**src/rtl/frame_head_gen_mc.sv**
```systemverilog
// Multi-channel frame-header generator: round-robin byte-serial headers
// (sync code, per-channel frame counter, optional reserved byte).
`timescale 1ns/1ps
module frame_head_gen_mc #(
    parameter int unsigned SYNC_MAX = 10,
    parameter int unsigned CNTR_MAX = 6,
    parameter int unsigned NCH      = 4,
    parameter int unsigned CH_W     = 2
) (
    input  logic                    clk,
    input  logic                    reset_n,
    input  logic                    update_flag,
    input  logic [3:0]              sync_code_length,
    input  logic [8*SYNC_MAX-1:0]   sync_code_content,
    input  logic [3:0]              cntr_length,
    input  logic [8*CNTR_MAX-1:0]   cntr_init,
    input  logic [7:0]              cntr_step,
    input  logic                    res_flag,
    input  logic [7:0]              res_content,
    input  logic [NCH-1:0]          chan_enable,
    input  logic [NCH-1:0]          fifo_full_h,
    output logic [7:0]              dat_out,
    output logic                    en_out,
    output logic [CH_W-1:0]         ch_out,
    output logic                    sof_out,
    output logic                    busy
);

    localparam int unsigned LEN_W = 4;
    localparam int unsigned CW    = 8 * CNTR_MAX;

    typedef enum logic [2:0] {
        ST_IDLE, ST_ARB, ST_SYNC, ST_CNTR, ST_RES, ST_GAP
    } state_t;

    logic                  r_upd0, r_upd1;
    logic [LEN_W-1:0]      r_sync_len, r_cntr_len;
    logic [8*SYNC_MAX-1:0] r_sync;
    logic [7:0]            r_step, r_res;
    logic                  r_res_flag;
    logic [NCH-1:0]        r_chen, r_full;
    logic [CW-1:0]         r_cnt [NCH];
    state_t                r_state;
    logic [LEN_W-1:0]      r_idx;
    logic [CH_W-1:0]       r_ch, r_ptr;
    logic [7:0]            r_d_dat;
    logic                  r_d_en, r_d_sof;
    logic [CH_W-1:0]       r_d_ch;
    logic [7:0]            r_dat_out;
    logic                  r_en_out, r_sof_out, r_busy;
    logic [CH_W-1:0]       r_ch_out;

    logic [NCH-1:0]        w_cand;
    logic                  w_found;
    logic [CH_W-1:0]       w_gnt, w_bch;
    state_t                w_after_cntr, w_after_sync, w_start, w_nxt_st;
    logic [LEN_W-1:0]      w_nxt_idx, w_sync_k, w_cntr_k;
    logic [7:0]            w_byte;
    logic                  w_cfg_ok;

    assign dat_out = r_dat_out;
    assign en_out  = r_en_out;
    assign ch_out  = r_ch_out;
    assign sof_out = r_sof_out;
    assign busy    = r_busy;

    assign w_cand   = r_chen & ~r_full;
    assign w_cfg_ok = (r_chen != '0) &&
                      ((r_sync_len != '0) || (r_cntr_len != '0) || r_res_flag);

    // Round-robin search upward from the pointer, wrapping at NCH
    always_comb begin
        w_found = 1'b0;
        w_gnt   = '0;
        for (int i = 0; i < int'(NCH); i++) begin
            for (int c = 0; c < int'(NCH); c++) begin
                if (!w_found && (c == (int'(r_ptr) + i) % int'(NCH)) && w_cand[c]) begin
                    w_found = 1'b1;
                    w_gnt   = CH_W'(c);
                end
            end
        end
    end

    // Next header byte position; empty fields are skipped
    always_comb begin
        w_after_cntr = r_res_flag ? ST_RES : ST_GAP;
        w_after_sync = (r_cntr_len != '0) ? ST_CNTR : w_after_cntr;
        w_start      = (r_sync_len != '0) ? ST_SYNC : w_after_sync;
        w_nxt_st     = ST_GAP;
        w_nxt_idx    = '0;
        case (r_state)
            ST_ARB:  w_nxt_st = w_start;
            ST_SYNC: begin
                if (r_idx + LEN_W'(1) < r_sync_len) begin
                    w_nxt_st  = ST_SYNC;
                    w_nxt_idx = r_idx + LEN_W'(1);
                end else begin
                    w_nxt_st = w_after_sync;
                end
            end
            ST_CNTR: begin
                if (r_idx + LEN_W'(1) < r_cntr_len) begin
                    w_nxt_st  = ST_CNTR;
                    w_nxt_idx = r_idx + LEN_W'(1);
                end else begin
                    w_nxt_st = w_after_cntr;
                end
            end
            default: w_nxt_st = ST_GAP;
        endcase
    end

    // Byte value at the next position, most significant byte first
    always_comb begin
        w_bch    = (r_state == ST_ARB) ? w_gnt : r_ch;
        w_sync_k = r_sync_len - w_nxt_idx - LEN_W'(1);
        w_cntr_k = r_cntr_len - w_nxt_idx - LEN_W'(1);
        w_byte   = '0;
        case (w_nxt_st)
            ST_SYNC: begin
                for (int b = 0; b < int'(SYNC_MAX); b++)
                    if (LEN_W'(b) == w_sync_k) w_byte = r_sync[8*b +: 8];
            end
            ST_CNTR: begin
                for (int c = 0; c < int'(NCH); c++)
                    for (int b = 0; b < int'(CNTR_MAX); b++)
                        if ((CH_W'(c) == w_bch) && (LEN_W'(b) == w_cntr_k))
                            w_byte = r_cnt[c][8*b +: 8];
            end
            ST_RES:  w_byte = r_res;
            default: w_byte = '0;
        endcase
    end

    // Update synchroniser, config latch, counters and header FSM
    always_ff @(posedge clk) begin
        if (!reset_n) begin
            r_upd0     <= 1'b0;
            r_upd1     <= 1'b0;
            r_full     <= '0;
            r_sync_len <= '0;
            r_cntr_len <= '0;
            r_sync     <= '0;
            r_step     <= '0;
            r_res      <= '0;
            r_res_flag <= 1'b0;
            r_chen     <= '0;
            for (int c = 0; c < int'(NCH); c++) r_cnt[c] <= '0;
            r_state    <= ST_IDLE;
            r_idx      <= '0;
            r_ch       <= '0;
            r_ptr      <= '0;
            r_d_dat    <= '0;
            r_d_en     <= 1'b0;
            r_d_sof    <= 1'b0;
            r_d_ch     <= '0;
            r_busy     <= 1'b0;
        end else begin
            r_upd0  <= update_flag;
            r_upd1  <= r_upd0;
            r_full  <= fifo_full_h;
            r_d_en  <= 1'b0;
            r_d_sof <= 1'b0;
            r_d_dat <= '0;
            if (r_upd0) begin
                r_state <= ST_IDLE;
                r_ptr   <= '0;
                r_busy  <= 1'b0;
                if (!r_upd1) begin
                    r_sync_len <= (sync_code_length > LEN_W'(SYNC_MAX)) ?
                                  LEN_W'(SYNC_MAX) : sync_code_length;
                    r_cntr_len <= (cntr_length > LEN_W'(CNTR_MAX)) ?
                                  LEN_W'(CNTR_MAX) : cntr_length;
                    r_sync     <= sync_code_content;
                    r_step     <= cntr_step;
                    r_res      <= res_content;
                    r_res_flag <= res_flag;
                    r_chen     <= chan_enable;
                    for (int c = 0; c < int'(NCH); c++) r_cnt[c] <= cntr_init;
                end
            end else begin
                case (r_state)
                    ST_IDLE: begin
                        if (r_upd1 && w_cfg_ok) begin
                            r_state <= ST_ARB;
                            r_busy  <= 1'b1;
                        end
                    end
                    ST_ARB: begin
                        if (w_found) begin
                            r_ch    <= w_gnt;
                            r_ptr   <= (w_gnt == CH_W'(NCH - 1)) ? '0 : w_gnt + CH_W'(1);
                            r_state <= w_nxt_st;
                            r_idx   <= w_nxt_idx;
                            r_d_en  <= 1'b1;
                            r_d_sof <= 1'b1;
                            r_d_dat <= w_byte;
                            r_d_ch  <= w_gnt;
                        end
                    end
                    ST_SYNC, ST_CNTR, ST_RES: begin
                        r_state <= w_nxt_st;
                        r_idx   <= w_nxt_idx;
                        if (w_nxt_st == ST_GAP) begin
                            for (int c = 0; c < int'(NCH); c++)
                                if (CH_W'(c) == r_ch) r_cnt[c] <= r_cnt[c] + CW'(r_step);
                        end else begin
                            r_d_en  <= 1'b1;
                            r_d_dat <= w_byte;
                            r_d_ch  <= r_ch;
                        end
                    end
                    ST_GAP:  r_state <= ST_ARB;
                    default: r_state <= ST_IDLE;
                endcase
            end
        end
    end

    // Output stage; an update request blanks the stream immediately
    always_ff @(posedge clk) begin
        if (!reset_n) begin
            r_dat_out <= '0;
            r_en_out  <= 1'b0;
            r_sof_out <= 1'b0;
            r_ch_out  <= '0;
        end else if (r_upd0) begin
            r_dat_out <= '0;
            r_en_out  <= 1'b0;
            r_sof_out <= 1'b0;
        end else begin
            r_dat_out <= r_d_dat;
            r_en_out  <= r_d_en;
            r_sof_out <= r_d_sof;
            r_ch_out  <= r_d_ch;
        end
    end

endmodule

```
**config.mk**
```make
export PLATFORM = sky130hd
export DESIGN_NAME = frame_head_gen_mc
export DESIGN_NICKNAME = d
export VERILOG_FILES = /design/src/rtl/frame_head_gen_mc.sv
export SDC_FILE = /design/constraint.sdc
export NUM_CORES = 1
export LEC_CHECK = 0
export BUFFER_PORTS_ARGS = -buffer_cell sky130_fd_sc_hd__buf_2
export CORE_MARGIN = 2
export CORE_UTILIZATION = 60
export CTS_CLUSTER_SIZE = 16
export DETAILED_ROUTE_END_ITERATION = 16
export HOLD_SLACK_MARGIN = 0.15
export PLACE_DENSITY = 0.8
export SETUP_SLACK_MARGIN = 0.4
export SKIP_CTS_REPAIR_TIMING = 1
export SYNTH_ARGS = -nofsm -noshare
export SYNTH_HDL_FRONTEND = slang
export SYNTH_SLANG_ARGS = --single-unit
```
**constraint.sdc**
```tcl
create_clock -name clk -period 6.9 [get_ports clk]
set_input_delay 1.38 -clock clk [delete_from_list [all_inputs] [get_ports clk]]
set_output_delay 1.38 -clock clk [all_outputs]
set_load 0.01 [all_outputs]
```
# Word-level counts from Yosys, hierarchy flattened
# Memory sizes are Yosys's and may differ from the RTL's.
# Index checks and enable logic that the tools add are counted.
[op_classes]
n_mux = 130
n_bitwise = 17
reduce_logical = 100
order_cmp = 4
eq_ne = 45
add_sub_neg = 13
[ops]
columns = ["op", "n"]
rows = [
  ["two-way mux 48 bit", 8],
  ["two-way mux 8 bit", 36],
  ["adder 48 x 8 -> 48 bit", 4],
  ["logical NOT 32 bit", 4],
  ["logical AND 1 bit", 57],
  ["two-way mux 1 bit", 49],
  ["two-way mux 2 bit", 18],
  ["equality test 3 x 4 -> 1 bit, first input constant", 6],
  ["case mux 8 bit (3 select lines)", 1],
  ["two-way mux 4 bit", 5],
  ["equality test 3 bit, first input constant", 6],
  ["two-way mux 3 bit", 6],
  ["equality test 2 x 4 -> 1 bit, first input constant", 4],
  ["case mux 4 bit (2 select lines)", 2],
  ["case mux 8 bit (2 select lines)", 1],
  ["logical NOT 1 bit", 15],
  ["equality test 2 bit, first input constant", 6],
  ["equality test 3 x 2 -> 1 bit, second input constant", 4],
  ["equality test 3 bit, second input constant", 4],
  ["case mux 3 bit (4 select lines)", 1],
  ["nonzero test 4 bit", 3],
  ["equality test 2 x 3 -> 1 bit, first input constant", 3],
  ["case mux 3 bit (3 select lines)", 1],
  ["equality test 1 x 4 -> 1 bit, first input constant", 2],
  ["other kinds (30)", 63],
]
[totals]
mem_count = 1
output_inout_bits = 13
ff_bits = 151
mem_bits_rw = 192
inputBits = 164
wordCells = 333
[mem_list]
columns = ["memory", "words", "width", "read_ports", "rd_clocked_by_memory_dff", "write_ports", "line", "source"]
rows = [
  ["r_cnt", 4, 48, 4, 0, 4, "42", "logic [CW-1:0] r_cnt [NCH];"],
]

# Logic depth before layout (Yosys ltp)
[depth]
ltp_word = 94
mapped_depth = 21
depth_no_buf = 19

# Least setup slack after synthesis
# Ideal clock, no wire load.
[synth_path]
kind = "register -> register"
start = "reg r_idx[0]"
end = "mem r_cnt[0][0] in the netlist's numbering (enable)"
setup_time_ps = 707
stages_incl_launch_ff = 14
slack_ps = 2085
required_time_ps = 6193
n_path_buf = 3
synth_period_minus_slack_ps = 4815
t_arrival_ps = 4108
path_cell_list = "dfxtp_1 -> ha_1 -> xor2_1 -> ha_1 -> or3_1 -> o22ai_2 -> o31ai_1 -> a2111oi_2 -> or4_1 -> buf_2 -> or3_1 -> buf_2 -> clkbuf_1 -> nand3_1"
[synth_lines]
columns = ["element", "line", "source"]
rows = [
  ["start: declaration", "44", "logic [LEN_W-1:0] r_idx;"],
  ["start signal: assignment", "195", "r_idx <= w_nxt_idx;"],
  ["start signal: assignment", "204", "r_idx <= w_nxt_idx;"],
  ["end: declaration", "42", ""],
]

# Worst setup path in the final report
[layout_path]
start = "reg r_idx[0]"
end = "reg r_d_dat[2]"
[layout_between]
elab_chain_len = 35
elab_cells_between_ends = 95
cone_classes = "5 x add/sub; 2 x order compare; 18 x eq/ne; 44 x mux; 26 x reduce/logical"
[layout_lines]
columns = ["element", "line", "source"]
rows = [
  ["adder 4 x 1 -> 4 bit *", "--", ""],
  ["< comparator 4 bit (on tied branches)", "103, 95", ""],
  ["two-way mux 4 bit (on tied branches)", "103, 95", ""],
  ["case mux 4 bit (2 select lines)", "92", "case (r_state)"],
  ["subtractor 4 bit", "118", "w_cntr_k = r_cntr_len - w_nxt_idx - LEN_W'(1);"],
  ["subtractor 4 x 1 -> 4 bit", "118", ""],
  ["logical NOT 4 bit", "128", "if ((CH_W'(c) == w_bch) && (LEN_W'(b) == w_cntr_k))"],
  ["logical AND 1 bit", "128", ""],
  ["two-way mux 8 bit (24 in a row)", "128", ""],
  ["case mux 8 bit (3 select lines)", "120", "case (w_nxt_st)"],
  ["two-way mux 8 bit (on tied branches)", "205, 191", ""],
  ["case mux 8 bit (2 select lines) *", "183", "case (r_state)"],
  ["end signal: assignment", "198", "r_d_dat <= w_byte;"],
  ["end signal: assignment", "210", "r_d_dat <= w_byte;"],
  ["end: declaration", "46", "logic [7:0] r_d_dat;"],
]
# Mark *: on every way between the ends. The rest lies on a longest branch, timed or not.
# A chain may end at the register's enable or synchronous reset.

==> flow_summary.yaml <==
timing:
  max_freq_ghz: 0.1722
  finalSetupTns_ns: 0
  period_share_pct: 84.16
  slew_violations: 0
  finalCriticalPeriod_ns: 5.807
  setup-violations-final: 0
  rsz0062_at_grt: "no"
  tightest_slew_ns: 1.313
  hold_viol_final: 0
  worst_clock_skew_ns: 0.02587
  postLayoutSetupSlackWorst_ns: 1.093
  slew_headroom_pct: 12.12
setup_path:
  cp_slowest_cell: "nor4_1"
  cp_max_fo: 20
  cp_num_buf_inv: 2
  cp_slowest_stage_delay_ns: 0.73
  worstPathRequired_ns: 7.34
  start_kind: "flop"
  crit_chain: "nand3_1 -> xnor2_1 -> ha_1 -> or3_1 -> o221ai_2 -> o211ai_1 -> or2_2 -> ha_1 -> inv_1 -> fa_1 -> inv_1 -> nand2_1 -> nor4_1 -> mux2_2 -> a32o_1 -> nor4_1 -> a211oi_1 -> or4_1"
  worstPathArrival_ns: 6.24
  cp-end-kind: "flop"
  cp_top_family: "simple AND/OR/NAND/NOR gates"
  crit_type: "reg -> reg"
logic_synthesis:
  synth-simple-area-share_pct: 23.34
  yosys.area.top_type: "edfxtp_1"
  synth-seq-cells: 343
  synth_top_family_by_area: "simple AND/OR/NAND/NOR gates"
  post_synth_mux_area_share_pct: 3.711
  synthDistinctLibCells: 78
  synth_nets: 2625
  synth_xor_area_share_pct: 7.327
  synth_compound_area_share_pct: 16.03
  ys_warn_count: 0
  ys_top_cells_by_area: "edfxtp_1 28%, dfxtp_1 14%, nand2_1 8.2%"
  synth_edf_count: 192
  synth_top_area_share_pct: 27.63
  yosysSeqAreaShare_pct: 42.12
  synth_fa_ha_area_share_pct: 3.334
  synth_top_flop_cell: "edfxtp_1"
  ys_async_sr_fraction_pct: 0
  synth_cells: 2409
  synth_area_um2: 20870
  syn_area_per_cell_um2: 8.662
final_layout:
  fill_cells: 2760
  area_delta_synth_final_pct: 12.10
  multi_input_area_um2: 11280
  instances_no_fill: 3004
  diodes: 0
  seqCellArea_um2: 8788
  drive_above_1_share_pct: 13.06
  fin_nets: 2739
flow_run:
  maxCapViolCount: 0
floorplanning:
  dieArea_um2: 36290
  ios: 177
  row_count: 68
  die_w_um: 190.5
  die_h_um: 190.5
  coreArea_um2: 34370
  initial_core_util_pct: 60.71
detailed_routing:
  wl_um: 76300
  drt_iter0_markers: 2380
  viasPerCell: 6.697
  drc_errors: 0
  ant_nets: 0
  dr.pass1.iters: 8
  routedWlPerCell_um: 25.40
  vias: 20120
placed_design:
  routabilityCongestion: 1.017
  port_buffers: 176
  hpwl_um: 56370
  place_ws_ns: 1.439
  dp_cells: 2937
power_and_ir_drop:
  total_leakage_power_nw: 8.918
  ir_worst_vdd_uv: 192.2
  p_per_area_nw_per_um2: 216.6
grt:
  antenna_found_initial: 1
  grt_max_degree: 76
  grt.met2_usage_pct: 63.71
  met1_usage_pct: 56.75
  grt_first_pass_wirelength_um: 114600
  grt_pass1_vias: 18870
  grt.busiest_layer: "met2"
  met3_usage_pct: 7.840
  grtUsageTotal_pct: 42.00
  gr-total-overflow: 0
clocking:
  root_buffer: "clkbuf_16"
  cts_max_level: 2
  cts_tree: "yes"
  cts_sinks: 343
  clkLatencyLatePin_ns: 0.58
  cts_made_buffers: 39
  clk_pin_slew_worst_paths_ns: 0.06
  clock_path_buffers: 3
hold_path:
  hold_path_class: "reg -> reg"
run_status:
  status: "completed"
## cell families after synthesis
group / after synthesis
simple gates: 1040
compound gates: 519
flops: 343
buf+inv: 224
xor+xnor: 172
mux: 59
fa+ha+maj: 52
## cell usage in the layout (no fill, tap or decap), drive strengths merged, types with 40 or more instances in the layout
master,count
nand2,455
buf,218
o21ai,212
nand3,200
edfxtp,192
dfxtp,151
xnor2,143
nor2,98
inv,80
a21oi,78
nor3,60
clkbuf,59
and3,46
ha,46
nor4,40
## power breakdown
group	switching, mW	total, mW	internal (mW)
Clock	0.863	2.08	1.21
Sequential	0.153	2.43	2.28
Combinational	0.348	0.555	0.207
## path summary, 6_finish.rpt
path | start | end | slack, ns | cells after the start
setup / recovery | r_idx[0] | r_d_dat[2] | 1.09 | 18
hold / removal | r_d_en | en_out | 0.43 | 1
setup reg to reg | r_idx[0] | r_d_dat[2] | 1.09 | 18
hold reg to reg | r_d_en | en_out | 0.43 | 1
## cells in the mapped netlist, drive strengths merged, types with 7 or more instances
cell type and n:
a32oi 11, or4 15, ha 46, a22o 10, nand2 455, mux2 7, mux4 14, nor2 98
mux2i 38, o31ai 7, xnor2 143, clkbuf 117, a221oi 7, nor4 40, nand2b 14, dfxtp 151
a21o 10, buf 28, or3 10, o221ai 7, o211ai 23, and3 46, a2111oi 26, and4 7
a21boi 12, a22oi 16, inv 78, a211oi 24, a32o 9, a21oi 78, o21ai 212, nand4 27
edfxtp 192, o22ai 20, nor3 60, or2 7, nor2b 21, and2 29, nand3 200, xor2 29
## metrics by stage
stage / hold slack [ns] / util [%] / instance area [um^2] / power [mW]
6_report: 0.4264 / 68.05 / 23390 / 5.066
5_1_grt: 0.4563 / 68.05 / 23390 / 5.197
4_1_cts: 0.4295 / 68.05 / 23390 / 5.055
2_1_floorplan: 0.4057 / - / 20870 / 2.746
3_5_place_dp: 0.4164 / 64.39 / 22130 / 3.001
3_3_place_gp: 0.4104 / 64.39 / 22130 / 2.985
## routing by layer
| metal | routed length (um) | share of wire, % | vias up |
|---|---|---|---|
| li1 | - | - | 8991 |
| met1 | 29980 | 39 | 9596 |
| met2 | 33660 | 44 | 1299 |
| met3 | 8105 | 11 | 231 |
| met4 | 4534 | 5.9 | 2 |
| met5 | 16 | 0.021 | - |
## sequential cells by signal, summed over array words and instances (netlist names)
register	flops
r_full	4
r_sync	80
r_res	8
r_cnt	192
r_ptr	2
r_d_en	1
r_d_sof	1
r_state	3
r_chen	4
dat_out	8
sof_out	1
busy	1
r_upd0	1
r_res_flag	1
r_sync_len	4
r_d_dat	8
en_out	1
r_upd1	1
r_cntr_len	4
ch_out	2
r_step	8
r_idx	4
r_d_ch	2
r_ch	2
## final cells by class
class                   count  area share (%)
well taps                 455           2.434
inverters                  79           1.268
multi-input cells        1842           48.22
clock inverters             8          0.3637
flip-flops and latches    343           37.57
repair buffers            218           5.124
clock buffers              59           5.022
## worst register-to-register path: stages (launching register included)
cell and delay, ns:
dfxtp_1 0.43, nand3_1 0.12, xnor2_1 0.23, ha_1 0.26
or3_1 0.38, o221ai_2 0.28, o211ai_1 0.20, or2_2 0.36
ha_1 0.22, inv_1 0.08, fa_1 0.59, inv_1 0.21
nand2_1 0.23, nor4_1 0.10, mux2_2 0.41, a32o_1 0.29
nor4_1 0.73, a211oi_1 0.15, or4_1 0.42
Note: power is estimated with default switching activity, not from simulation.
